<file path="src/rtl/kronos_fpga_pkg.sv">
// kronos_fpga_pkg: shared sequencer state encoding and default timing constants
package kronos_fpga_pkg;
  typedef enum logic [1:0] {ST_ASSERT, ST_HOLD, ST_STRAP, ST_RUN} seq_state_e;
  localparam int unsigned DEFAULT_DEBOUNCE_CYCLES = 16;
  localparam int unsigned DEFAULT_HOLD_CYCLES = 64;
  localparam int unsigned CNT_W = 16;
endpackage

</file>
<file path="src/rtl/fpga_debouncer.sv">
// fpga_debouncer: 2-flop synchronizer plus consecutive-cycle debounce counter
module fpga_debouncer
  import kronos_fpga_pkg::*;
#(
  parameter int unsigned DEBOUNCE_CYCLES = DEFAULT_DEBOUNCE_CYCLES
) (
  input  logic clk_i,
  input  logic rst_i,
  input  logic raw_i,
  output logic db_o
);
  logic [1:0]       sync_q, sync_d;
  logic             db_q, db_d;
  logic [CNT_W-1:0] cnt_q, cnt_d;
  // accept the synchronized value once it has disagreed for DEBOUNCE_CYCLES cycles in a row
  always_comb begin
    sync_d = {sync_q[0], raw_i};
    db_d   = db_q;
    cnt_d  = '0;
    if (sync_q[1] != db_q) begin
      if (cnt_q == CNT_W'(DEBOUNCE_CYCLES - 1)) db_d = sync_q[1];
      else cnt_d = cnt_q + 1'b1;
    end
  end
  // state registers
  always_ff @(posedge clk_i or posedge rst_i) begin
    if (rst_i) begin
      sync_q <= '0;
      db_q   <= 1'b0;
      cnt_q  <= '0;
    end else begin
      sync_q <= sync_d;
      db_q   <= db_d;
      cnt_q  <= cnt_d;
    end
  end
  assign db_o = db_q;
endmodule

</file>
<file path="src/rtl/fpga_reset_sequencer.sv">
// fpga_reset_sequencer: board-level reset release sequencing, strap latching and exit capture
module fpga_reset_sequencer
  import kronos_fpga_pkg::*;
#(
  parameter int unsigned DEBOUNCE_CYCLES      = DEFAULT_DEBOUNCE_CYCLES,
  parameter int unsigned HOLD_CYCLES          = DEFAULT_HOLD_CYCLES,
  parameter int unsigned CLK_LED_COUNT_LENGTH = 27
) (
  input  logic        clk_i,
  input  logic        rst_i,
  input  logic        pll_locked_i,
  input  logic        btn_rst_i,
  input  logic        boot_select_i,
  input  logic        execute_from_flash_i,
  input  logic        exit_valid_i,
  input  logic [31:0] exit_value_i,
  output logic        rst_no,
  output logic        boot_select_o,
  output logic        execute_from_flash_o,
  output logic        exit_valid_o,
  output logic        exit_value_o,
  output logic        rst_led_o,
  output logic        clk_led_o
);
  seq_state_e                state_q, state_d;
  logic [CNT_W-1:0]          hold_cnt_q, hold_cnt_d;
  logic [2:0]                sync1_q, sync1_d, sync2_q, sync2_d;
  logic                      rst_n_q, rst_n_d;
  logic                      boot_q, boot_d, xip_q, xip_d;
  logic                      exit_v_q, exit_v_d, exit_val_q, exit_val_d;
  logic [CLK_LED_COUNT_LENGTH-1:0] hb_q, hb_d;
  logic                      btn_db, lock_s, force_assert, unused_exit;
  fpga_debouncer #(.DEBOUNCE_CYCLES(DEBOUNCE_CYCLES)) u_debouncer (
    .clk_i (clk_i),
    .rst_i (rst_i),
    .raw_i (btn_rst_i),
    .db_o  (btn_db)
  );
  assign lock_s       = sync2_q[0];
  assign force_assert = !lock_s || btn_db;
  assign unused_exit  = ^exit_value_i[31:1];
  // synchronizers for lock and straps, plus the free-running heartbeat
  always_comb begin
    sync1_d = {execute_from_flash_i, boot_select_i, pll_locked_i};
    sync2_d = sync1_q;
    hb_d    = hb_q + 1'b1;
  end
  // sequencer next state; loss of lock or a debounced press overrides everything
  always_comb begin
    state_d    = state_q;
    hold_cnt_d = hold_cnt_q;
    rst_n_d    = rst_n_q;
    boot_d     = boot_q;
    xip_d      = xip_q;
    exit_v_d   = exit_v_q;
    exit_val_d = exit_val_q;
    if (force_assert) begin
      state_d    = ST_ASSERT;
      hold_cnt_d = '0;
      rst_n_d    = 1'b0;
      exit_v_d   = 1'b0;
      exit_val_d = 1'b0;
    end else begin
      case (state_q)
        ST_ASSERT: begin
          state_d    = ST_HOLD;
          hold_cnt_d = '0;
        end
        ST_HOLD: begin
          state_d    = (hold_cnt_q == CNT_W'(HOLD_CYCLES - 1)) ? ST_STRAP : ST_HOLD;
          hold_cnt_d = (hold_cnt_q == CNT_W'(HOLD_CYCLES - 1)) ? '0 : hold_cnt_q + 1'b1;
        end
        ST_STRAP: begin
          state_d = ST_RUN;
          boot_d  = sync2_q[1];
          xip_d   = sync2_q[2];
          rst_n_d = 1'b1;
        end
        ST_RUN: begin
          if (exit_valid_i && !exit_v_q) begin
            exit_v_d   = 1'b1;
            exit_val_d = exit_value_i[0];
          end
        end
        default: state_d = ST_ASSERT;
      endcase
    end
  end
  // state registers
  always_ff @(posedge clk_i or posedge rst_i) begin
    if (rst_i) begin
      state_q    <= ST_ASSERT;
      hold_cnt_q <= '0;
      sync1_q    <= '0;
      sync2_q    <= '0;
      rst_n_q    <= 1'b0;
      boot_q     <= 1'b0;
      xip_q      <= 1'b0;
      exit_v_q   <= 1'b0;
      exit_val_q <= 1'b0;
      hb_q       <= '0;
    end else begin
      state_q    <= state_d;
      hold_cnt_q <= hold_cnt_d;
      sync1_q    <= sync1_d;
      sync2_q    <= sync2_d;
      rst_n_q    <= rst_n_d;
      boot_q     <= boot_d;
      xip_q      <= xip_d;
      exit_v_q   <= exit_v_d;
      exit_val_q <= exit_val_d;
      hb_q       <= hb_d;
    end
  end
  assign rst_no               = rst_n_q;
  assign rst_led_o            = rst_n_q;
  assign boot_select_o        = boot_q;
  assign execute_from_flash_o = xip_q;
  assign exit_valid_o         = exit_v_q;
  assign exit_value_o         = exit_val_q;
  assign clk_led_o            = hb_q[CLK_LED_COUNT_LENGTH-1];
endmodule

</file>
<file path="config.mk">
export PLATFORM = sky130hd
export DESIGN_NAME = fpga_reset_sequencer
export DESIGN_NICKNAME = d
export VERILOG_FILES = /design/src/rtl/kronos_fpga_pkg.sv /design/src/rtl/fpga_debouncer.sv /design/src/rtl/fpga_reset_sequencer.sv
export SDC_FILE = /design/constraint.sdc
export NUM_CORES = 1
export LEC_CHECK = 0
export CAP_MARGIN = 20
export CORE_MARGIN = 5
export CORE_UTILIZATION = 30
export DETAILED_ROUTE_END_ITERATION = 6
export HOLD_SLACK_MARGIN = 0.03
export PLACE_DENSITY = 0.59
export REMOVE_ABC_BUFFERS = 1
export SLEW_MARGIN = 5
export SYNTH_ARGS = -nofsm -noshare
export SYNTH_HDL_FRONTEND = slang
export SYNTH_SLANG_ARGS = --single-unit
</file>
<file path="constraint.sdc">
create_clock -name clk_i -period 2.7 [get_ports clk_i]
set_clock_uncertainty 0.1 [all_clocks]
set_input_delay 0.27 -clock clk_i [delete_from_list [all_inputs] [get_ports clk_i]]
set_output_delay 0.27 -clock clk_i [all_outputs]
set_load 0.005 [all_outputs]
</file>
==> flow_metrics.env, run 1 <==
export IMPL_status="complete, no violations"
export IMPL_cp_max_fo=12
export IMPL_worstHoldPathType="flip-flop to flip-flop"
export IMPL_ys_types=41
export IMPL_cts_buffers=9
export IMPL_setup_viol=0
export IMPL_synth_seq_cells=75
export IMPL_layoutNonFillerInstCount=494
export IMPL_die_h_um=118
export IMPL_seq_area_frac_synth_pct=53.7
export IMPL_setup_worst_path_class="flip-flop to flip-flop"
export IMPL_fmax_mhz=457
export IMPL_fin_nets=392
export IMPL_drt_wl_total_mm=6.07
export IMPL_grt_pass1_wl_mm=10.9
export IMPL_max_cap_violations=0
export IMPL_worstSetupStartpointType="flip-flop"
export IMPL_slew_viol_final=0
export IMPL_root_buffer="clkbuf_16"
export IMPL_dp_hpwl_mm=4.07
export IMPL_grt_usage_pct=9.36
export IMPL_syn_cell_area_mm2=0.00350
export IMPL_rows=39
export IMPL_core_area_mm2=0.0114
export IMPL_period_minus_slack_ps=2190
export IMPL_cts_resized=0
export IMPL_drive_gt1_share_pct=9.97
export IMPL_syn_avg_cell_area_um2=10.8
export IMPL_antenna_found_initial=0
export IMPL_whs_path_depth=0
export IMPL_clk_path_buf_depth=2
export IMPL_postRouteAntennaNets=0
export IMPL_firstDrtPassIters=4
export IMPL_post_route_period_util_pct=81.1
export IMPL_end_kind="flip-flop"
export IMPL_arrival_ps=2340
export IMPL_tightest_slew_ps=655
export IMPL_leakagePower_nw=1.74
export IMPL_rsz0062_at_grt="false"
export IMPL_synthCells=325
export IMPL_ys_async_sr_fraction_pct=100
export IMPL_required_ps=2850
export IMPL_post_cts_buffers=0
export IMPL_synth_simple_area_share_pct=24.1
export IMPL_placed_cells=478
export IMPL_die_area_mm2=0.0139
export IMPL_fp_dieW_um=118
export IMPL_finalHoldViolCount=0
export IMPL_vdd_drop_max_mv=0.485
export IMPL_gp_congestion=0.799
export IMPL_start_util_pct=30.6
export IMPL_numPortBuffers=14
export IMPL_synth_compound_area_share_pct=4.55
export IMPL_vias=2390
export IMPL_cts_sinks=75
export IMPL_drc=0
export IMPL_cts_reportedPaths_clkPinSlew_ps=60
export IMPL_synth_warnings=0
export IMPL_slew_headroom_pct=56.1
export IMPL_finalSetupTns_ps=0
export IMPL_drt_vias_per_instance=4.84
export IMPL_synth_edf_count=0
export IMPL_ioPinCount=46
export IMPL_synth_adder_area_share_pct=2.51
export IMPL_first_iter_violations=143
export IMPL_htreeDepth=3
export IMPL_cts_tree="yes"
export IMPL_syn_to_final_growth_pct=18.9
export IMPL_clk_latency_ps=330
export IMPL_cts_hold_buf=0
export IMPL_grt_ovfl_total=0
export IMPL_first_global_vias=2350
export IMPL_grt_max_degree=76
export IMPL_synth_xor_area_share_pct=11.5
export IMPL_synthFlopType="dfrtp_1"
export IMPL_synthMuxAreaShare_pct=1.25
export IMPL_synth_top_family_by_area="simple AND/OR/NAND/NOR gates"
export IMPL_reg2reg_depth=6
export IMPL_diodes=0
export IMPL_cellPowerDensity_mw_per_mm2=715
export IMPL_detail_route_wl_per_cell_um=12.3
[placed cells by master, fill, tap and decap left out, drive strengths merged, types with 4 or more instances in the layout]
cell type | Yosys | final
dfrtp | 75 | 75
ha | 7 | 7
nand2 | 21 | 21
nand4 | 22 | 22
clkbuf | 1 | 11
clkdlybuf4s50 | 0 | 14
a21oi | 8 | 8
nor4 | 12 | 12
xnor2 | 36 | 36
and4 | 4 | 4
nor3 | 10 | 10
nor2 | 36 | 36
o21ai | 7 | 7
inv | 13 | 13
nand3 | 25 | 25
xor2 | 10 | 10
and3 | 9 | 9
[worst paths after layout]
path	startpoint	end	slack, ps
worst max register to register	state_q[1]	hold_cnt_q[15]	510
worst max-delay path	state_q[1]	hold_cnt_q[15]	510
worst min-delay path	sync1_q[2]	sync2_q[2]	250
worst min register to register	sync1_q[2]	sync2_q[2]	250
min in group asynchronous	rst_i	execute_from_flash_o	260
max in group asynchronous	rst_i	hb_q[19]	1940
[synthesized netlist by cell type (4+ instances only)]
library cell  number  share of area (%)
xor2_1            10                2.5
and3_1             9                1.6
a21oi_1            8                1.1
o21ai_0            6               0.86
nor4_1            11                2.0
and4_1             4                1.0
nand4_1           19                3.4
nor3_1             8                1.1
xnor2_1           36                9.0
nor2_1            36                3.9
inv_1             13                1.4
dfrtp_1           75                 54
buf_2              5               0.72
nand2_1           21                2.3
nand3_1           23                3.3
ha_1               7                2.5
[layout make-up]
| cell class | instances | area (um2) |
|---|---|---|
| clock inverters | 5 | 100 |
| fillers | 1145 | 7260 |
| repair buffers | 17 | 175 |
| well taps | 143 | 179 |
| inverters | 13 | 48.8 |
| flip-flops and latches | 75 | 1880 |
| multi-input cells | 230 | 1530 |
| clock buffers | 11 | 243 |
[registers in the layout, indices dropped and copies added, names as in the netlist]
signal,flops
hb_q,27
hold_cnt_q,16
u_debouncer.cnt_q,16
sync1_q,3
sync2_q,3
state_q,2
u_debouncer.sync_q,2
boot_select_o,1
execute_from_flash_o,1
exit_valid_o,1
exit_value_o,1
rst_led_o,1
u_debouncer.db_o,1
[metal layers]
layer	global-route usage, %	wire length [um]
met1	11.9	2930
met2	14.7	2850
met3	3.08	192
met4	3.80	101
met5	0	0
[critical path, stage by stage (launching register included)]
cell and delay (ps):
dfrtp_1 370, inv_1 80, ha_1 350, nor4b_4 650
nor3_1 180, a31o_2 260, a21oi_1 120
[per-stage QoR]
step	power [W]	util, %	cell area (um2)	hold slack, ps	setup WS [ps]
3_3_place_gp	0.00162	33.4	3810	235	565
2_1_floorplan	0.00149	-	3460	201	420
6_report	0.00297	36.4	4160	246	511
5_1_grt	0.00312	36.4	4160	255	317
3_5_place_dp	0.00164	33.4	3810	235	502
4_1_cts	0.00301	36.4	4160	247	510
[where the power goes]
part           total (W)  internal (W)  leakage [nW]  switching [W]
sequential       0.00122       0.00118          1.01      0.0000414
combinational   0.000397      0.000162         0.568       0.000235
clock            0.00136      0.000924         0.169       0.000434
[cell families (layout without fill, tap and decap cells)]
kind of cell    count (synthesis)  after routing
mux                             4              4
buf+inv                        20             46
flops                          75             75
simple gates                  148            148
compound gates                 25             25
xor+xnor                       46             46
fa+ha+maj                       7              7
Note: power is estimated with default switching activity, not from simulation.
==> run 2: changes to the inputs <==
==> constraint.sdc (replaced) <==
create_clock -name clk_i -period 2.3 [get_ports clk_i]
set_clock_uncertainty 0.1 [all_clocks]
set_input_delay 0.23 -clock clk_i [delete_from_list [all_inputs] [get_ports clk_i]]
set_output_delay 0.23 -clock clk_i [all_outputs]
set_load 0.005 [all_outputs]
==> run 2 against run 1 <==
  * Worst setup slack got worse by 120 ps
  * Register-to-register slack got worse by 120 ps
  * Non-clock buffer count rose by 3
  * Clock power fell by 4%
  * Combinational power rose by 23%
==> flow_metrics.env, run 2 (synthesis results as in run 1) <==
export IMPL_detail_route_wl_per_cell_um=12.4
export IMPL_post_route_period_util_pct=83.0
export IMPL_ioPinCount=46
export IMPL_cts_sinks=75
export IMPL_gp_congestion=0.783
export IMPL_cts_tree="yes"
export IMPL_cts_resized=0
export IMPL_post_cts_buffers=0
export IMPL_cp_startpoint="hold_cnt_q[0]"
export IMPL_rows=39
export IMPL_drt_wl_total_mm=6.13
export IMPL_clk_latency_ps=330
export IMPL_reg_top3="hb_q (27), hold_cnt_q (16), u_debouncer.cnt_q (16)"
export IMPL_first_global_vias=2314
export IMPL_htreeDepth=3
export IMPL_finalHoldViolCount=0
export IMPL_layout_commonest_cell="dfrtp_1"
export IMPL_antenna_found_initial=0
export IMPL_status="complete, no violations"
export IMPL_root_buffer="clkbuf_16"
export IMPL_final_seq_area_mm2=0.00188
export IMPL_reg2reg_slack_ps=390
export IMPL_wl_met2_mm=2.93
export IMPL_slew_headroom_pct=66.7
export IMPL_timing_rr_start="hold_cnt_q[0]"
export IMPL_nFillCells=1145
export IMPL_multi_input_area_mm2=0.00153
export IMPL_setup_viol=0
export IMPL_start_util_pct=30.6
export IMPL_end_kind="flip-flop"
export IMPL_cp_max_fo=6
export IMPL_required_ps=2400
export IMPL_cts_reportedPaths_clkPinSlew_ps=50
export IMPL_grt_pass1_wl_mm=10.8
export IMPL_vias=2377
export IMPL_slew_viol_final=0
export IMPL_place_area_mm2=0.00384
export IMPL_fmax_mhz=524
export IMPL_fp_dieW_um=118
export IMPL_syn_to_final_growth_pct=17.8
export IMPL_clk_path_buf_depth=2
export IMPL_worstHoldPathType="input pin to asynchronous set/reset pin"
export IMPL_die_h_um=118
export IMPL_hold_ws_ps=168
export IMPL_critical_path_slowest_cell="o21ai_1"
export IMPL_postRouteAntennaNets=0
export IMPL_cts_hold_buf=0
export IMPL_drive_gt1_share_pct=10.5
export IMPL_tightest_slew_ps=498
export IMPL_cellPowerDensity_mw_per_mm2=781
export IMPL_grt_max_degree=76
export IMPL_largest_reg_flops=27
export IMPL_setup_worst_path_class="flip-flop to flip-flop"
export IMPL_crit_path_max_incr_delay_ps=460
export IMPL_core_area_mm2=0.0114
export IMPL_grt_ovfl_total=0
export IMPL_cts_buffers=9
export IMPL_drt_vias_per_instance=4.79
export IMPL_worstPathCellList="ha_1, and3_1, nand4_2, o21ai_1, nor2_1"
export IMPL_dp_hpwl_mm=4.16
export IMPL_numPortBuffers=14
export IMPL_reg2reg_depth=5
export IMPL_leakagePower_nw=1.73
export IMPL_worstSetupStartpointType="flip-flop"
export IMPL_finalSetupTns_ps=0
export IMPL_firstDrtPassIters=4
export IMPL_period_minus_slack_ps=1910
export IMPL_die_area_mm2=0.0139
export IMPL_final_cell_mix="75 x dfrtp_1, 36 x nor2_1, 36 x xnor2_1"
export IMPL_grt_usage_pct=9.39
export IMPL_diodes=0
export IMPL_wl_met3_um=185
export IMPL_rsz0062_at_grt="false"
export IMPL_vdd_drop_max_mv=0.530
export IMPL_top_register="hb_q"
export IMPL_drc=0
export IMPL_arrival_ps=2010
export IMPL_max_cap_violations=0
export IMPL_design_area_mm2=0.00412
export IMPL_fin_nets=395
export IMPL_top_layer="met4"
export IMPL_wl_met1_mm=2.91
export IMPL_first_iter_violations=125
-- run 2: final timing paths --
check	end
setup reg to reg	hold_cnt_q[12]
max in group asynchronous	execute_from_flash_o
hold / removal	rst_led_o
setup / recovery	hold_cnt_q[12]
min in group clk_i	sync1_q[2]
hold reg to reg	sync2_q[0]
-- run 2: area by class of cell --
class / instances / share of cell area [%]
Sequential cell: 75 / 45.6
Multi-Input combinational cell: 230 / 37.3
Clock buffer: 13 / 6.57
Timing Repair Buffer: 20 / 4.80
Tap cell: 143 / 4.35
Inverter: 13 / 1.19
Clock inverter: 2 / 0.243
-- run 2: power by group --
part	switching [W]	internal [W]	total [W]
sequential	0.0000469	0.00138	0.00143
combinational	0.000280	0.000209	0.000489
clock	0.000489	0.000808	0.00130
-- run 2: per-layer routing --
metal | track usage, % | vias up
met5 | 0 | -
met4 | 4.52 | 0
met3 | 2.88 | 9
met2 | 14.6 | 22
met1 | 11.9 | 1154
li1 | - | 1192
-- run 2: per-stage QoR --
| stage | cells | setup WS [ps] | util (%) | total power (W) |
|---|---|---|---|---|
| 6_report | 496 | 390 | 36.1 | 0.00321 |
| 5_1_grt | 496 | 171 | 36.1 | 0.00339 |
| 4_1_cts | 496 | 366 | 36.1 | 0.00328 |
| 3_5_place_dp | 481 | 386 | 33.6 | 0.00195 |
| 3_3_place_gp | 481 | 368 | 33.6 | 0.00193 |
| 2_1_floorplan | 318 | 60.0 | - | 0.00174 |
-- run 2: critical path: cells and delay by family, from the launching register on --
kind            cells  cell delay [ps]
compound gates      1              460
fa+ha+maj           1              230
flops               1              420
simple gates        3              570
